==> src/rtl/afc_pkg.sv <==
`default_nettype none
// ============================================================================
// Module      : afc_pkg
// Description : Shared state encoding, mode encoding and code-range helpers
//               for the AFC SAR/track controller.
// Revision    : 1.0 - initial release
// ============================================================================
package afc_pkg;

    typedef enum logic [2:0] {
        ST_IDLE    = 3'd0,
        ST_SETTLE  = 3'd1,
        ST_MEASURE = 3'd2,
        ST_LOCKED  = 3'd3,
        ST_FAILED  = 3'd4
    } afc_state_t;

    localparam logic AFC_MODE_SAR   = 1'b0;
    localparam logic AFC_MODE_TRACK = 1'b1;

    localparam int AFC_CODE_WIDTH = 8;

    // Helpers let any CODE_WIDTH derive its own midscale / all-ones constants.
    function automatic logic [63:0] afc_midscale(input int unsigned width);
        return 64'd1 << (width - 1);
    endfunction

    function automatic logic [63:0] afc_all_ones(input int unsigned width);
        return (64'd1 << width) - 64'd1;
    endfunction

    localparam logic [AFC_CODE_WIDTH-1:0] AFC_MIDSCALE =
        AFC_CODE_WIDTH'(afc_midscale(AFC_CODE_WIDTH));
    localparam logic [AFC_CODE_WIDTH-1:0] AFC_ALL_ONES =
        AFC_CODE_WIDTH'(afc_all_ones(AFC_CODE_WIDTH));

endpackage
`default_nettype wire

==> src/rtl/afc_settle_timer.sv <==
`default_nettype none
// ============================================================================
// Module      : afc_settle_timer
// Description : Shared cycle counter for the settle compare and the measure
//               timeout; cleared by load, saturates at all-ones.
// Revision    : 1.0 - initial release
// ============================================================================
module afc_settle_timer #(
    parameter int SETTLE_W       = 8,
    parameter int TIMEOUT_CYCLES = 4096
) (
    input  logic                clk,
    input  logic                rst_n,
    input  logic                load,
    input  logic [SETTLE_W-1:0] target,
    input  logic                mode_select,
    output logic                done
);

    localparam int c_TO_W  = (TIMEOUT_CYCLES >= 2) ? $clog2(TIMEOUT_CYCLES) : 1;
    localparam int c_CNT_W = (SETTLE_W > c_TO_W) ? SETTLE_W : c_TO_W;
    localparam logic [c_CNT_W-1:0] c_TIMEOUT_LAST = c_CNT_W'(TIMEOUT_CYCLES - 1);
    localparam logic [c_CNT_W-1:0] c_ONE          = c_CNT_W'(1);

    logic [c_CNT_W-1:0] r_count;

    // Saturation keeps an idle counter from wrapping back onto a compare value.
    always_ff @(posedge clk or negedge rst_n) begin
        if (!rst_n) begin
            r_count <= '0;
        end else if (load) begin
            r_count <= '0;
        end else if (r_count != '1) begin
            r_count <= r_count + c_ONE;
        end
    end

    assign done = mode_select ? (r_count == c_TIMEOUT_LAST)
                              : (r_count == c_CNT_W'(target));

endmodule
`default_nettype wire

==> src/rtl/afc_sar_tracker.sv <==
`default_nettype none
// ============================================================================
// Module      : afc_sar_tracker
// Description : AFC code controller with SAR search and +/-1 tracking modes,
//               settle delay, measurement timeout and lock/fail status.
// Revision    : 1.0 - initial release
// ============================================================================
module afc_sar_tracker
    import afc_pkg::*;
#(
    parameter int CODE_WIDTH      = 8,
    parameter int SETTLE_W        = 8,
    parameter int TIMEOUT_CYCLES  = 4096,
    parameter int TRACK_MAX_STEPS = 16
) (
    input  logic                  clk,
    input  logic                  rst_n,
    input  logic                  afctrigger,
    input  logic                  mode,
    input  logic [SETTLE_W-1:0]   settle_cycles,
    input  logic                  meas_valid,
    input  logic                  gt_flag,
    input  logic                  lt_flag,
    input  logic                  eq_flag,
    output logic [CODE_WIDTH-1:0] control_code_out,
    output logic                  reset_counters,
    output logic                  busy,
    output logic                  afc_status,
    output logic                  afc_fail
);

    localparam logic [CODE_WIDTH-1:0] c_MIDSCALE = CODE_WIDTH'(afc_midscale(CODE_WIDTH));
    localparam logic [CODE_WIDTH-1:0] c_ALL_ONES = CODE_WIDTH'(afc_all_ones(CODE_WIDTH));
    localparam logic [CODE_WIDTH-1:0] c_CODE_ONE = CODE_WIDTH'(1);
    localparam int                    c_BIT_W    = $clog2(CODE_WIDTH);
    localparam logic [c_BIT_W-1:0]    c_TOP_BIT  = c_BIT_W'(CODE_WIDTH - 1);
    localparam logic [c_BIT_W-1:0]    c_BIT_ONE  = c_BIT_W'(1);
    localparam int                    c_STEP_W   = $clog2(TRACK_MAX_STEPS + 1);
    localparam logic [c_STEP_W-1:0]   c_MAX_STEP = c_STEP_W'(TRACK_MAX_STEPS);
    localparam logic [c_STEP_W-1:0]   c_STEP_ONE = c_STEP_W'(1);

    afc_state_t            r_state, w_next_state;
    logic                  r_trig, r_trig_d;
    logic                  r_mode, w_mode;
    logic [SETTLE_W-1:0]   r_settle, w_settle;
    logic [CODE_WIDTH-1:0] r_code, w_code;
    logic                  r_rc, w_rc;
    logic                  r_status, w_status;
    logic                  r_fail, w_fail;
    logic [c_BIT_W-1:0]    r_bit, w_bit;
    logic [c_STEP_W-1:0]   r_steps, w_steps;
    logic                  r_dir_up, w_dir_up;
    logic                  r_dir_valid, w_dir_valid;

    logic w_start;
    logic w_any_flag;
    logic w_tmr_load;
    logic w_tmr_done;

    assign w_start    = r_trig & ~r_trig_d;
    assign w_any_flag = gt_flag | lt_flag | eq_flag;
    // Every state change restarts the shared counter from zero.
    assign w_tmr_load = (w_next_state != r_state);

    afc_settle_timer #(
        .SETTLE_W       (SETTLE_W),
        .TIMEOUT_CYCLES (TIMEOUT_CYCLES)
    ) u_timer (
        .clk         (clk),
        .rst_n       (rst_n),
        .load        (w_tmr_load),
        .target      (r_settle),
        .mode_select (r_state == ST_MEASURE),
        .done        (w_tmr_done)
    );

    always_comb begin
        w_next_state = r_state;
        w_mode       = r_mode;
        w_settle     = r_settle;
        w_code       = r_code;
        w_rc         = 1'b0;
        w_status     = r_status;
        w_fail       = r_fail;
        w_bit        = r_bit;
        w_steps      = r_steps;
        w_dir_up     = r_dir_up;
        w_dir_valid  = r_dir_valid;

        case (r_state)
            ST_IDLE: begin
                if (w_start) begin
                    w_status = 1'b0;
                    w_fail   = 1'b0;
                    w_mode   = mode;
                    w_settle = settle_cycles;
                    if (mode == AFC_MODE_SAR) begin
                        w_code = c_MIDSCALE;
                        w_bit  = c_TOP_BIT;
                    end else begin
                        w_steps     = '0;
                        w_dir_valid = 1'b0;
                    end
                    w_rc         = 1'b1;
                    w_next_state = ST_SETTLE;
                end
            end

            ST_SETTLE: begin
                if (!r_trig) begin
                    w_next_state = ST_IDLE;
                end else if (w_tmr_done) begin
                    w_next_state = ST_MEASURE;
                end
            end

            ST_MEASURE: begin
                if (!r_trig) begin
                    w_next_state = ST_IDLE;
                end else if (meas_valid && w_any_flag) begin
                    if (eq_flag) begin
                        w_status     = 1'b1;
                        w_next_state = ST_LOCKED;
                    end else if (r_mode == AFC_MODE_SAR) begin
                        w_code[r_bit] = gt_flag;
                        if (r_bit != '0) begin
                            w_code[r_bit - c_BIT_ONE] = 1'b1;
                            w_bit        = r_bit - c_BIT_ONE;
                            w_rc         = 1'b1;
                            w_next_state = ST_SETTLE;
                        end else begin
                            // Final decision may clear bit 0; only a real change loads the code.
                            w_rc         = (w_code != r_code);
                            w_status     = 1'b1;
                            w_next_state = ST_LOCKED;
                        end
                    end else if (r_dir_valid && (r_dir_up != gt_flag)) begin
                        w_status     = 1'b1;
                        w_next_state = ST_LOCKED;
                    end else if ((gt_flag && (r_code == c_ALL_ONES)) ||
                                 (!gt_flag && (r_code == '0)) ||
                                 (r_steps == c_MAX_STEP)) begin
                        w_fail       = 1'b1;
                        w_next_state = ST_FAILED;
                    end else begin
                        w_code       = gt_flag ? (r_code + c_CODE_ONE) : (r_code - c_CODE_ONE);
                        w_steps      = r_steps + c_STEP_ONE;
                        w_dir_up     = gt_flag;
                        w_dir_valid  = 1'b1;
                        w_rc         = 1'b1;
                        w_next_state = ST_SETTLE;
                    end
                end else if (w_tmr_done) begin
                    w_fail       = 1'b1;
                    w_next_state = ST_FAILED;
                end
            end

            ST_LOCKED, ST_FAILED: begin
                if (!r_trig) begin
                    w_status     = 1'b0;
                    w_fail       = 1'b0;
                    w_next_state = ST_IDLE;
                end
            end

            default: begin
                w_next_state = ST_IDLE;
            end
        endcase
    end

    always_ff @(posedge clk or negedge rst_n) begin
        if (!rst_n) begin
            r_state     <= ST_IDLE;
            r_trig      <= 1'b0;
            r_trig_d    <= 1'b0;
            r_mode      <= AFC_MODE_SAR;
            r_settle    <= '0;
            r_code      <= c_MIDSCALE;
            r_rc        <= 1'b0;
            r_status    <= 1'b0;
            r_fail      <= 1'b0;
            r_bit       <= c_TOP_BIT;
            r_steps     <= '0;
            r_dir_up    <= 1'b0;
            r_dir_valid <= 1'b0;
        end else begin
            r_state     <= w_next_state;
            r_trig      <= afctrigger;
            r_trig_d    <= r_trig;
            r_mode      <= w_mode;
            r_settle    <= w_settle;
            r_code      <= w_code;
            r_rc        <= w_rc;
            r_status    <= w_status;
            r_fail      <= w_fail;
            r_bit       <= w_bit;
            r_steps     <= w_steps;
            r_dir_up    <= w_dir_up;
            r_dir_valid <= w_dir_valid;
        end
    end

    assign control_code_out = r_code;
    assign reset_counters   = r_rc;
    assign afc_status       = r_status;
    assign afc_fail         = r_fail;
    assign busy             = (r_state == ST_SETTLE) || (r_state == ST_MEASURE);

endmodule
`default_nettype wire

==> config.mk <==
export PLATFORM = sky130hd
export DESIGN_NAME = afc_sar_tracker
export DESIGN_NICKNAME = d
export VERILOG_FILES = /design/src/rtl/afc_pkg.sv /design/src/rtl/afc_settle_timer.sv /design/src/rtl/afc_sar_tracker.sv
export SDC_FILE = /design/constraint.sdc
export NUM_CORES = 1
export LEC_CHECK = 0
export BUFFER_PORTS_ARGS = -buffer_cell sky130_fd_sc_hd__buf_2
export CAP_MARGIN = 10
export CORE_MARGIN = 2
export CORE_UTILIZATION = 62
export CTS_BUF_LIST = sky130_fd_sc_hd__clkbuf_8
export CTS_CLUSTER_DIAMETER = 120
export CTS_CLUSTER_SIZE = 24
export DETAILED_ROUTE_END_ITERATION = 16
export HOLD_SLACK_MARGIN = 0.08
export PLACE_DENSITY_LB_ADDON = 0.1
export SLEW_MARGIN = 20
export SYNTH_ARGS = -nofsm -noshare
export SYNTH_HDL_FRONTEND = slang
export SYNTH_SLANG_ARGS = --single-unit
==> constraint.sdc <==
create_clock -name clk -period 2.8 [get_ports clk]
set_clock_uncertainty 0.05 [all_clocks]
set_input_delay 0.28 -clock clk [delete_from_list [all_inputs] [get_ports clk]]
set_output_delay 0.28 -clock clk [all_outputs]
set_load 0.03 [all_outputs]
=== After elaboration in Yosys (flattened, before gate mapping) ===
Index checks and enable logic that the tools add are counted.
W data, S select, Z words.

* Register bits: 47
* Logic and storage cells: 172
* Input port bits: 16
* Output and inout port bits: 12

* Add/subtract/negate cells: 5
* $lt $le $gt $ge: 4
* Mux-type cells: 84
* Bitwise operators: 8
* Reductions and logical operators: 24
* Equality and inequality tests: 33

{| class="wikitable"
|+ Operator list
! cell !! number
|-
| $mux W8 || 10
|-
| $mux W3 || 18
|-
| $mux W5 || 8
|-
| $mux W1 || 34
|-
| $mux W12 || 2
|-
| $ne A2 B2 Y1 const B || 12
|-
| $ne A3 B3 Y1 const B || 7
|-
| $reduce_and A9 Y1 || 2
|-
| $pmux W8 S2 || 1
|-
| $reduce_and A8 Y1 || 2
|-
| $reduce_and A7 Y1 || 2
|-
| $add A12 B1 Y12 const B || 1
|-
| $eq A12 B12 Y1 const B || 1
|-
| $eq A12 B8 Y1 || 1
|-
| $ne A12 B12 Y1 const B || 1
|-
| $pmux W3 S4 || 1
|-
| $pmux W5 S2 || 1
|-
| $add A8 B1 Y8 const B || 1
|-
| $bwmux W8 || 1
|-
| $eq A8 B8 Y1 const B || 1
|-
| $logic_not A8 Y1 || 1
|-
| $lt A3 B4 Y1 const B || 2
|-
| $ne A4 B4 Y1 const B || 2
|-
| $ne A8 B8 Y1 || 1
|-
| 27 further kinds || 45
|}

=== Logic depth before layout (Yosys ltp) ===
Gate-level depths: netlist of run 1.

* Word-level depth: 13
* Mapped depth: 9
* Gate-level depth less buffers: 8

=== Hierarchy ===
Synthesis of run 1 repeated with hierarchy kept, for this count alone.

* Cells, all modules: 396
* Area, all modules: 3438.3 um^2

{| class="wikitable"
|+ By module, submodules not included
! module !! times used !! area each (um^2) !! cells each !! sequential area each (um^2)
|-
| afc_sar_tracker || 1 || 2532.4 || 293 || 880.8
|-
| afc_settle_timer || 1 || 905.9 || 103 || 300.3
|}

=== Worst setup path before layout of run 1 ===
No wires, ideal clock.

* Kind: input to register
* Start point: input gt_flag
* End point: register r_code[7] (netlist: control_code_out[7])
* Data arrival time: 2635 ps
* Library setup time: 95 ps
* Slack: 20 ps
* Cell stages on the path: 9
* Buffers on the path: 1
* Required time: 2655 ps
* Cell sequence: buf_1 -> clkinv_1 -> ha_1 -> and3_1 -> a2111oi_0 -> a21oi_1 -> xnor2_1 -> a211oi_1 -> a21oi_1

* Word-level cells in the longest chain between the ends: 8
* Elaborated cells between the ends (all ways): 25
* Those cells by class: eq/ne: 4; mux: 10; bitwise: 3; reduce/logical: 8

{| class="wikitable"
|+ RTL lines
! what !! RTL line !! RTL
|-
| from (decl) || afc_sar_tracker.sv:22 || <nowiki>input logic gt_flag,</nowiki>
|-
| $bwmux W8 / $mux W8 (equally long branches) || afc_sar_tracker.sv:125, afc_sar_tracker.sv:146 ||
|-
| $or A8 B8 Y8 (no line) / $mux W8 (equally long branches) || - ||
|-
| $mux W8 (on tied branches) || afc_sar_tracker.sv:126, afc_sar_tracker.sv:137 ||
|-
| $mux W8 || afc_sar_tracker.sv:124 || <nowiki>end else if (r_mode == AFC_MODE_SAR) begin</nowiki>
|-
| $mux W8 || afc_sar_tracker.sv:121 || <nowiki>if (eq_flag) begin</nowiki>
|-
| $mux W8 || afc_sar_tracker.sv:120 || <nowiki>end else if (meas_valid && w_any_flag) begin</nowiki>
|-
| $mux W8 || afc_sar_tracker.sv:118 || <nowiki>if (!r_trig) begin</nowiki>
|-
| $pmux W8 S2 || afc_sar_tracker.sv:90 || <nowiki>case (r_state)</nowiki>
|-
| to (signal assigned) || afc_sar_tracker.sv:180 || <nowiki>r_code <= c_MIDSCALE;</nowiki>
|-
| to (signal assigned) || afc_sar_tracker.sv:194 || <nowiki>r_code <= w_code;</nowiki>
|-
| to (decl) || afc_sar_tracker.sv:46 || <nowiki>logic [CODE_WIDTH-1:0] r_code, w_code;</nowiki>
|}

Parallel ways exist; a longest one is shown, timed or not. The select of a mux whose other input is x is not followed.
A chain may end at the register's enable or synchronous reset.

=== Worst setup path in the final report of run 1 ===
* Start point: register r_code[3] (netlist: control_code_out[3])
* End point: register u_timer.r_count[2]

* Word-level cells in the longest chain between the ends: 13
* Elaborated cells between the ends (all ways): 16
* Those cells by class: eq/ne: 2; mux: 8; reduce/logical: 6

{| class="wikitable"
|+ RTL lines
! what !! RTL line !! RTL
|-
| $eq A8 B8 Y1 / $logic_not A8 Y1 (equally long branches) || afc_sar_tracker.sv:140, afc_sar_tracker.sv:141 ||
|-
| $logic_and A1 B1 Y1 (on tied branches) || afc_sar_tracker.sv:140, afc_sar_tracker.sv:141 ||
|-
| $logic_or A1 B1 Y1 * || afc_sar_tracker.sv:140 || <nowiki>end else if ((gt_flag && (r_code == c_ALL_ONES)) ||</nowiki>
|-
| $logic_or A1 B1 Y1 * || afc_sar_tracker.sv:141 || <nowiki>(!gt_flag && (r_code == '0)) ||</nowiki>
|-
| $mux W3 * || afc_sar_tracker.sv:140 ||
|-
| $mux W3 * || afc_sar_tracker.sv:137 || <nowiki>end else if (r_dir_valid && (r_dir_up != gt_flag)) begin</nowiki>
|-
| $mux W3 * || afc_sar_tracker.sv:124 ||
|-
| $mux W3 * || afc_sar_tracker.sv:121 ||
|-
| $mux W3 * || afc_sar_tracker.sv:120 ||
|-
| $mux W3 * || afc_sar_tracker.sv:118 ||
|-
| $pmux W3 S4 * || afc_sar_tracker.sv:90 ||
|-
| $ne A3 B3 Y1 * || afc_sar_tracker.sv:63 || <nowiki>assign w_tmr_load = (w_next_state != r_state);</nowiki>
|-
| $mux W12 / $reduce_bool A2 Y1 (equally long branches) || - ||
|-
| to (signal assigned) || afc_settle_timer.sv:34 || <nowiki>r_count <= r_count + c_ONE;</nowiki>
|-
| to (decl) || afc_settle_timer.sv:25 || <nowiki>logic [c_CNT_W-1:0] r_count;</nowiki>
|}

Mark *: on every way between the ends. The rest lies on a longest branch, timed or not.

==> out/results.tsv, run 1 <==
stage	metric	value	unit
power	Power Dens Cells	478	mW/mm²
synthesis	register area share after synthesis	0.347	
timing	Worst-Margin Slew	0.595	ns
synthesis	syn avg cell area	8.48	µm²
timing	Slew Limit Fails	0	
synthesis	EDFF count, synth	0	
clock_tree	worst-skew pair later-pin latency	0.30	ns
drt	Avg Vias per Cell	6.22	
power	LEAKAGE	0.00165	µW
grt	global-route usage over all layers	0.284	
timing	Tcrit/Tclk final	0.894	
final_layout	Sequential Area	0.00118	mm²
drt	drt pass-1 iters	5	
timing	Hold Fails Final Rpt	0	
synthesis	synthesized area	0.00340	mm²
clock_tree	Sink Count	47	
timing	Slew Limit Headroom	0.603	
synthesis	top cells by area, synth	dfrtp_1 32%, a21oi_1 4.6%, nand2_1 4.4%, ha_1 4.0%, o21ai_0 3.4%	
grt	grt total ovfl	0	
drt	final WL	8.28	mm
synthesis	Gate Count Post-Synth	401	
clock_tree	cts repair resizes	0	
power	Max IR drop VDD	0.311	mV
drt	Post-route DRC	0	
clock_tree	H-Tree Depth	2	
final_layout	multi-input logic area	0.00202	mm²
setup_path	CP Launch Point	control_code_out[3]	
setup_path	worst endpoint required time	2.97	ns
worst_hold_path	Hold Crit Start	settle_cycles[7]	
placed_design	GPL Wtd Cong	0.892	
drt	First DRT Iteration DRCs	230	
setup_path	Startpoint Class	flop	
synthesis	count leader, synth	dfrtp_1	
setup_path	crit path kind	flop to flop	
final_layout	Synth-to-Final Area Change	9.45	%
setup_path	reg2reg setup slack	0.30	ns
grt	initial antenna violation count	0	
worst_hold_path	Hold Crit Class	input port to flop	
outcome	run status	finished, final reports clean	
floorplan	DIE HEIGHT	78.1	µm
floorplan	die area	0.00610	mm²
floorplan	Starting Density	0.654	
placed_design	IO buf count	27	
clock_tree	CTS tree	yes	
floorplan	Core Area	0.00520	mm²
power	Switching Power	629	µW
final_layout	layout cells sized above 1	0.152	
synthesis	Top FF cell, synth	dfrtp_1	
setup_path	Worst EP arrival	2.67	ns
synthesis	cell taking the most area after synthesis	dfrtp_1	
final_layout	Fillers	410	
power	Final Power	1780	µW
timing	Final min period	2.50	ns
synthesis	most frequent cells after synthesis	43 x dfrtp_1, 40 x nand2_1, 31 x a21oi_1	
floorplan	std cell rows	26	
synthesis	number of warnings issued by yosys	0	
grt	vias in the first global route	2920	
synthesis	fraction of registers with async set or reset after synthesis	1.00	
power	Clock Power Share	0.240	
power	Gate power share	0.286	
synthesis	register bit total from synthesis	47	
clock_tree	CTS Buf Count	5	
power	Sw Share	0.354	
drt	antenna-violating nets left	0	
synthesis	post-synth top area share	0.316	
setup_path	CP endpoint kind	flop	
power	Seq pwr share	0.475	
setup_path	worst-path maximum fanout	12	
final_layout	# diodes	0	
grt	largest net degree at the start of global routing	48	
timing	RSZ-0062 raised after global routing	no	
drt	via total after detailed routing	3104	
timing	Fmax achieved	400	MHz
placed_design	HPWL Detailed	5.95	mm
setup_path	Reg2Reg Launch Point	control_code_out[3]	
timing	Setup TNS	0	ns
drt	wire length per cell	16.6	µm
final_layout	nets	456	
floorplan	Chip Width	78.1	µm
grt	first-pass GRT wire length	13.9	mm
synthesis	post-synth net total	429	
clock_tree	Clock transition at path regs	0.09	ns
power	Int Pwr	1150	µW
timing	Final setup viols	0	
clock_tree	Root Driver	clkbuf_8	
clock_tree	clk buf depth	2	
synthesis	number of distinct library cells after synthesis	71	
floorplan	# IOs	28	
job	MaxCap Viol Count	0	
[sequential cells by signal, indices dropped and copies added (netlist names)]
| name | cells |
|---|---|
| r_dir_up | 1 |
| r_settle | 8 |
| r_bit | 3 |
| r_mode | 1 |
| r_state | 3 |
| afc_fail | 1 |
| control_code_out | 8 |
| r_dir_valid | 1 |
| reset_counters | 1 |
| r_steps | 5 |
| afc_status | 1 |
| u_timer.r_count | 12 |
| r_trig_d | 1 |
| r_trig | 1 |
[cell type report]
| type | count | area share |
|---|---|---|
| multi-input cells | 309 | 0.542 |
| well taps | 70 | 0.0235 |
| flip-flops and latches | 47 | 0.317 |
| clock inverters | 2 | 0.00235 |
| repair buffers | 43 | 0.0706 |
| inverters | 22 | 0.0222 |
| clock buffers | 6 | 0.0222 |
[worst paths after layout]
| kind | depth (start not counted) | to |
|---|---|---|
| worst max-delay path | 7 | u_timer.r_count[2] |
| worst min-delay path | 3 | r_settle[7] |
| worst max register to register | 7 | u_timer.r_count[2] |
| worst min register to register | 2 | r_settle[7] |
| max in group asynchronous | 2 | control_code_out[4] |
| min in group asynchronous | 2 | r_steps[4] |
[power by group through the flow]
| stage | Sequential [µW] | Clock, µW | Combinational (µW) |
|---|---|---|---|
| after global placement | 851 | 0 | 487 |
| after CTS | 842 | 437 | 504 |
| final | 845 | 426 | 508 |
| after global routing | 855 | 463 | 572 |
| after detailed placement | 854 | 0 | 500 |
| after floorplan | 826 | 0 | 390 |
[timing repair]
action | 4_1_cts | 5_1_grt
setup buffers | 0 | 0
hold buffers | 1 | 1
endpoints found under the hold margin | 1 | 43
[kinds of logic after synthesis]
logic type                 share of synthesized area
AOI/OAI and AO/OA                              0.235
xor gates and xnor gates                      0.0463
adders and majority gates                     0.0463
buffers and inverters                         0.0596
DFF                                            0.347
muxes                                         0.0210
and+or+nand+nor                                0.245
[stage by stage]
stage | utilization | hold WS (ns) | cell area [µm²] | instances | worst slack, ns
6_report | 0.715 | 0.117 | 3720 | 499 | 0.298
5_1_grt | 0.715 | 0.114 | 3720 | 499 | 0.0995
4_1_cts | 0.713 | 0.110 | 3710 | 498 | 0.333
3_5_place_dp | 0.694 | 0.339 | 3610 | 489 | 0.333
3_3_place_gp | 0.694 | 0.341 | 3610 | 489 | 0.392
2_1_floorplan | - | -0.0656 | 3400 | 401 | 0.0204
[cell usage in the layout, fill, tap and decap left out, drive strengths merged, types with 4 or more instances in the layout]
cell / n
nand2b: 6
nor2: 28
nor4: 5
nor3: 11
xor2: 6
clkbuf: 6
ha: 11
o211ai: 4
or3: 4
and2: 5
xnor2: 12
o21ai: 23
nand3: 21
dfrtp: 43
buf: 41
nand2: 40
a31oi: 8
a21oi: 32
dfstp: 4
nor3b: 4
nand4: 9
inv: 22
o2111ai: 4
mux2i: 6
nor2b: 4
a211oi: 8
o2bb2ai: 4
and3: 5
[worst max-delay path, stage by stage, from the launching register on]
cell and delay, ns:
dfrtp_1 0.46, or4_4 0.58, nor4_4 0.33, o2111ai_2 0.22, a211oi_2 0.25, buf_4 0.22
o2111ai_1 0.14, a21oi_1 0.17
[metal layers]
layer	share of wire	global-route usage	wire, µm
met5	0	0	0
met4	0.0066	0.0667	55
met3	0.068	0.0425	565
met2	0.45	0.441	3730
met1	0.48	0.420	3940
Note: power is estimated with default switching activity, not from simulation.
==> inputs of run 2 (changes only) <==
CORE_ASPECT_RATIO = 0.8   (was unset)
==> run 2 against run 1 <==
Maximum frequency fell by 0.55%. Worst setup slack worse by 0.014 ns. First-iteration DRC count grew 35%. Critical path depth is the same. Total power rose by 5.2%. Largest cell class unchanged. Highest routed layer unchanged.
==> out/results.tsv, run 2 (same netlist as run 1, synthesis figures left out) <==
stage	metric	value	unit	change
grt	global-route usage over all layers	0.292		was 0.284
clock_tree	CTS tree	yes		unchanged
drt	antenna-violating nets left	0		unchanged
final_layout	commonest non-fill, non-tap cell in the layout	dfrtp_1		unchanged
floorplan	Starting Density	0.633		was 0.654
placed_design	Setup Slack @ Placement	0.109	ns	was 0.333 ns
final_layout	nets	456		unchanged
floorplan	Core Area	0.00538	mm²	was 0.00520 mm²
timing	RSZ-0062 raised after global routing	no		unchanged
setup_path	Worst EP arrival	2.68	ns	was 2.67 ns
power	Power Dens Cells	501	mW/mm²	was 478 mW/mm²
placed_design	HPWL Detailed	6.32	mm	was 5.95 mm
timing	Slew Limit Headroom	0.598		was 0.603
final_layout	layout cells sized above 1	0.154		was 0.152
worst_hold_path	Hold Crit Start	settle_cycles[7]		unchanged
timing	Fmax achieved	397	MHz	was 400 MHz
grt	initial antenna violation count	0		unchanged
final_layout	largest register by flop count	u_timer.r_count		unchanged
clock_tree	Clock transition at path regs	0.10	ns	was 0.09 ns
drt	Post-route DRC	0		unchanged
setup_path	worst-path maximum fanout	12		unchanged
clock_tree	cts repair resizes	0		unchanged
worst_hold_path	Hold Crit Class	input port to flop		unchanged
timing	Setup TNS	0	ns	unchanged
clock_tree	H-Tree Depth	2		unchanged
drt	final WL	8.73	mm	was 8.28 mm
placed_design	GPL Wtd Cong	0.891		was 0.892
floorplan	DIE HEIGHT	70.3	µm	was 78.1 µm
grt	vias in the first global route	2775		was 2920
setup_path	CP endpoint kind	flop		unchanged
setup_path	worst endpoint required time	2.97	ns	about the same
power	Max IR drop VDD	0.294	mV	was 0.311 mV
placed_design	placed instance area	0.00360	mm²	was 0.00361 mm²
placed_design	IO buf count	27		unchanged
drt	First DRT Iteration DRCs	310		was 230
setup_path	CP Launch Point	control_code_out[3]		unchanged
drt	drt pass-1 iters	5		unchanged
setup_path	crit path kind	flop to flop		unchanged
clock_tree	Root Driver	clkbuf_8		unchanged
drt	via total after detailed routing	3259		was 3104
setup_path	Reg2Reg Launch Point	control_code_out[3]		unchanged
final_layout	most frequent cells in the layout	43 x dfrtp_1, 40 x nand2_1, 31 x a21oi_1		unchanged
final_layout	max reg flops	12		unchanged
final_layout	Synth-to-Final Area Change	9.89	%	was 9.45%
final_layout	Design Area, Final	0.00374	mm²	was 0.00372 mm²
drt	Avg Vias per Cell	6.60		was 6.22
job	MaxCap Viol Count	0		unchanged
grt	first-pass GRT wire length	14.0	mm	was 13.9 mm
floorplan	Chip Width	86.8	µm	was 78.1 µm
timing	Final setup viols	0		unchanged
floorplan	die area	0.00610	mm²	about the same
outcome	run status	finished, final reports clean		unchanged
final_layout	Post-Layout Cell Count	494		was 499
timing	Worst-Margin Slew	0.604	ns	was 0.595 ns
setup_path	Startpoint Class	flop		unchanged
timing	Final min period	2.52	ns	was 2.50 ns
clock_tree	clk buf depth	2		unchanged
timing	Hold Fails Final Rpt	0		unchanged
placed_design	Placed Instances	484		was 489
floorplan	# IOs	28		unchanged
clock_tree	worst-skew pair later-pin latency	0.31	ns	was 0.30 ns
timing	Slew Limit Fails	0		unchanged
power	LEAKAGE	0.00166	µW	was 0.00165 µW
final_layout	# diodes	0		unchanged
timing	fin worst setup slack	0.284	ns	was 0.298 ns
timing	worst hold margin	0.106	ns	was 0.117 ns
clock_tree	Sink Count	47		unchanged
clock_tree	CTS Buf Count	5		unchanged
drt	wire length per cell	17.7	µm	was 16.6 µm
floorplan	std cell rows	24		was 26
timing	Tcrit/Tclk final	0.899		was 0.894
grt	largest net degree at the start of global routing	48		unchanged
grt	grt total ovfl	0		unchanged
## run 2: cell types whose count changed in the layout (fill, tap and decap cells not counted)
| cell | change |
|---|---|
| bufinv_16 | +1 |
| clkbuf_8 | -1 |
| inv_1 | -1 |
| clkinv_4 | +1 |
## run 2: worst paths after layout
kind                                       endpoint  slack [ns]  cells after the start
max in group asynchronous       control_code_out[6]        1.81                      2
worst max-delay path             u_timer.r_count[7]        0.28                      7
worst min register to register             r_trig_d        0.47                      0
worst max register to register   u_timer.r_count[7]        0.28                      7
worst min-delay path                    r_settle[7]        0.11                      3
min in group asynchronous       control_code_out[1]        0.46                      2
## run 2: routing by layer
metal / global-route usage / vias to the layer above / share of wire
met5: 0 / - / 0
met4: 0.0608 / 0 / 0.0072
met3: 0.0520 / 8 / 0.073
met2: 0.377 / 160 / 0.41
met1: 0.498 / 1569 / 0.51
li1: - / 1522 / -
## run 2: worst max-delay path, stage by stage (launching register included)
cell and delay, ns:
dfrtp_1 0.50, or4_4 0.58, nor4_4 0.32, o2111ai_2 0.22, a211oi_2 0.25, buf_4 0.22
nand4_1 0.09, a21oi_1 0.20
## run 2: what timing repair did
action / 4_1_cts / 5_1_grt
buffers inserted: 0 / 0
hold buffers: 1 / 1
endpoints found under the hold margin: 1 / 43
setup endpoints to repair: 0 / 0
## run 2: cell type report
cell class / instances / area (µm²)
Multi-Input combinational cell: 309 / 2020
Fill cell: 447 / 1640
Sequential cell: 47 / 1180
Timing Repair Buffer: 43 / 263
Inverter: 22 / 82.6
Tap cell: 65 / 81.3
Clock buffer: 5 / 68.8
Clock inverter: 3 / 43.8
## run 2: report_power, final
group	switching, µW	internal [µW]	total [µW]	leakage [µW]
clock	243	266	509	0.0000581
combinational	313	205	518	0.000986
sequential	97.7	748	846	0.000615
## run 2: through the flow
step,utilization,total power (µW)
floorplan,-,1220
global placement,0.670,1350
detailed placement,0.670,1360
CTS,0.693,1860
global route,0.696,1960
finish,0.696,1870
==> inputs of run 3 (changes only) <==
CELL_PAD_IN_SITES_DETAIL_PLACEMENT = 0   (was unset)
CELL_PAD_IN_SITES_GLOBAL_PLACEMENT = 1   (was unset)
CORE_UTILIZATION = 47   (was 62)
MAX_ROUTING_LAYER = met4   (was unset)
==> run 3 against run 2 <==
Highest routed layer unchanged. Worst setup slack got worse by 0.035 ns. Die area grew 30%. Critical endpoint is now u_timer.r_count[9]. Global-route usage shrank 4.3 points.
==> out/results.tsv, run 3 (same netlist as run 1, synthesis figures left out) <==
stage	metric	value	unit	change
grt	initial antenna violation count	0		unchanged
clock_tree	CTS tree	yes		unchanged
placed_design	Setup Slack @ Placement	0.312	ns	was 0.109 ns
final_layout	layout cells sized above 1	0.166		was 0.154
placed_design	GPL Wtd Cong	0.820		was 0.891
power	Power Dens Cells	473	mW/mm²	was 501 mW/mm²
clock_tree	Root Driver	clkbuf_8		unchanged
timing	Worst-Margin Slew	0.670	ns	was 0.604 ns
floorplan	Starting Density	0.489		was 0.633
floorplan	Core Area	0.00696	mm²	was 0.00538 mm²
setup_path	Top Family by Delay on Critical Path	compound AO/OA/AOI/OAI gates		was simple AND/OR/NAND/NOR gates
job	MaxCap Viol Count	0		unchanged
clock_tree	worst-skew pair later-pin latency	0.30	ns	was 0.31 ns
setup_path	worst-path maximum fanout	12		unchanged
setup_path	CP Cell Sequence	or4_1 > a221oi_1 > a32o_1 > nor2_1 > o22ai_1 > buf_4 > a21oi_1		was or4_4 > nor4_4 > o2111ai_2 > a211oi_2 > buf_4 > nand4_1 > a21oi_1
drt	via total after detailed routing	3147		was 3259
timing	Final min period	2.55	ns	was 2.52 ns
clock_tree	postcts setup bufs	0		unchanged
setup_path	crit path kind	flop to flop		unchanged
clock_tree	clk buf depth	2		unchanged
timing	Tcrit/Tclk final	0.911		was 0.899
grt	global-route usage over all layers	0.249		was 0.292
timing	Hold Fails Final Rpt	0		unchanged
final_layout	most frequent cells in the layout	43 x dfrtp_1, 40 x nand2_1, 31 x a21oi_1		unchanged
final_layout	# diodes	0		unchanged
clock_tree	Sink Count	47		unchanged
setup_path	Startpoint Class	flop		unchanged
floorplan	DIE HEIGHT	80.1	µm	was 70.3 µm
drt	drt pass-1 iters	5		unchanged
power	Final Power	1790	µW	was 1870 µW
drt	First DRT Iteration DRCs	223		was 310
setup_path	reg2reg setup slack	0.25	ns	was 0.28 ns
drt	Post-route DRC	0		unchanged
floorplan	die area	0.00794	mm²	was 0.00610 mm²
final_layout	Design Area, Final	0.00379	mm²	was 0.00374 mm²
timing	Final setup viols	0		unchanged
final_layout	max reg flops	12		unchanged
power	Max IR drop VDD	0.202	mV	was 0.294 mV
clock_tree	Clock transition at path regs	0.09	ns	was 0.10 ns
floorplan	std cell rows	27		was 24
power	LEAKAGE	0.00169	µW	was 0.00166 µW
final_layout	nets	463		was 456
final_layout	Fillers	666		was 447
timing	RSZ-0062 raised after global routing	no		unchanged
drt	final WL	8.91	mm	was 8.73 mm
setup_path	critical path's slowest cell	or4_1		was or4_4
grt	first-pass GRT wire length	15.3	mm	was 14.0 mm
drt	Avg Vias per Cell	6.03		was 6.60
floorplan	# IOs	28		unchanged
timing	Slew Limit Fails	0		unchanged
timing	fin worst setup slack	0.249	ns	was 0.284 ns
final_layout	Synth-to-Final Area Change	11.4	%	was 9.89%
floorplan	Chip Width	99.1	µm	was 86.8 µm
placed_design	placed instance area	0.00368	mm²	was 0.00360 mm²
drt	antenna-violating nets left	0		unchanged
final_layout	largest register by flop count	u_timer.r_count		unchanged
timing	Setup TNS	0	ns	unchanged
worst_hold_path	Hold Crit Class	input port to flop		unchanged
timing	Slew Limit Headroom	0.550		was 0.598
placed_design	HPWL Detailed	6.52	mm	was 6.32 mm
setup_path	Worst EP arrival	2.68	ns	about the same
outcome	run status	finished, final reports clean		unchanged
final_layout	fin util	0.545		was 0.696
placed_design	IO buf count	27		unchanged
timing	Fmax achieved	392	MHz	was 397 MHz
setup_path	CP endpoint kind	flop		unchanged
setup_path	worst endpoint required time	2.93	ns	was 2.97 ns
final_layout	commonest non-fill, non-tap cell in the layout	dfrtp_1		unchanged
clock_tree	CTS Buf Count	5		unchanged
setup_path	WP buf/inv	1		unchanged
grt	grt total ovfl	0		unchanged
clock_tree	H-Tree Depth	2		unchanged
drt	wire length per cell	17.1	µm	was 17.7 µm
grt	vias in the first global route	2887		was 2775
setup_path	CP max stage delay	0.62	ns	was 0.58 ns
grt	largest net degree at the start of global routing	27		was 48
==> run 3: metal layers <==
| metal | share of wire | track usage |
|---|---|---|
| met1 | 0.52 | 0.402 |
| met2 | 0.42 | 0.328 |
| met3 | 0.055 | 0.0348 |
| met4 | 0.0090 | 0.0466 |
| met5 | 0 | - |
==> run 3: path summary, 6_finish.rpt <==
check                                         from                   to  cells after the start
worst min-delay path              settle_cycles[7]          r_settle[7]                      3
min in group asynchronous                    rst_n  control_code_out[4]                      2
worst min register to register            r_dir_up             r_dir_up                      2
worst max register to register  u_timer.r_count[8]   u_timer.r_count[9]                      7
max in group asynchronous                    rst_n  control_code_out[7]                      3
worst max-delay path            u_timer.r_count[8]   u_timer.r_count[9]                      7
==> run 3: tightest hold or removal path, stage by stage <==
cell     delay, ns
buf_2         0.07
nand2_1       0.04
nand2_1       0.04
==> run 3: power by group <==
group / leakage, µW / internal [µW] / total [µW] / switching (µW)
clock: 0.0000470 / 195 / 433 / 238
sequential: 0.000615 / 748 / 837 / 89.3
combinational: 0.00102 / 209 / 522 / 313
total: 0.00169 / 1150 / 1790 / 640
==> run 3: cell type report <==
| cell class | instances | area, µm² | share of cell area |
|---|---|---|---|
| Tap cell | 87 | 109 | 0.0287 |
| Clock buffer | 6 | 82.6 | 0.0218 |
| Sequential cell | 47 | 1180 | 0.312 |
| Inverter | 22 | 82.6 | 0.0218 |
| Multi-Input combinational cell | 309 | 2020 | 0.532 |
| Clock inverter | 1 | 5.00 | 0.00132 |
| Timing Repair Buffer | 50 | 313 | 0.0825 |
==> run 3: repair_timing <==
action | CTS | global route
hold endpoints to repair | 19 | 0
hold buffers | 2 | 0
resized for setup | 0 | 0
==> run 3: stage by stage <==
stage | hold WS, ns | cells
2_1_floorplan | -0.0656 | 401
3_3_place_gp | 0.240 | 513
3_5_place_dp | 0.246 | 513
4_1_cts | 0.105 | 522
5_1_grt | 0.116 | 522
6_report | 0.114 | 522
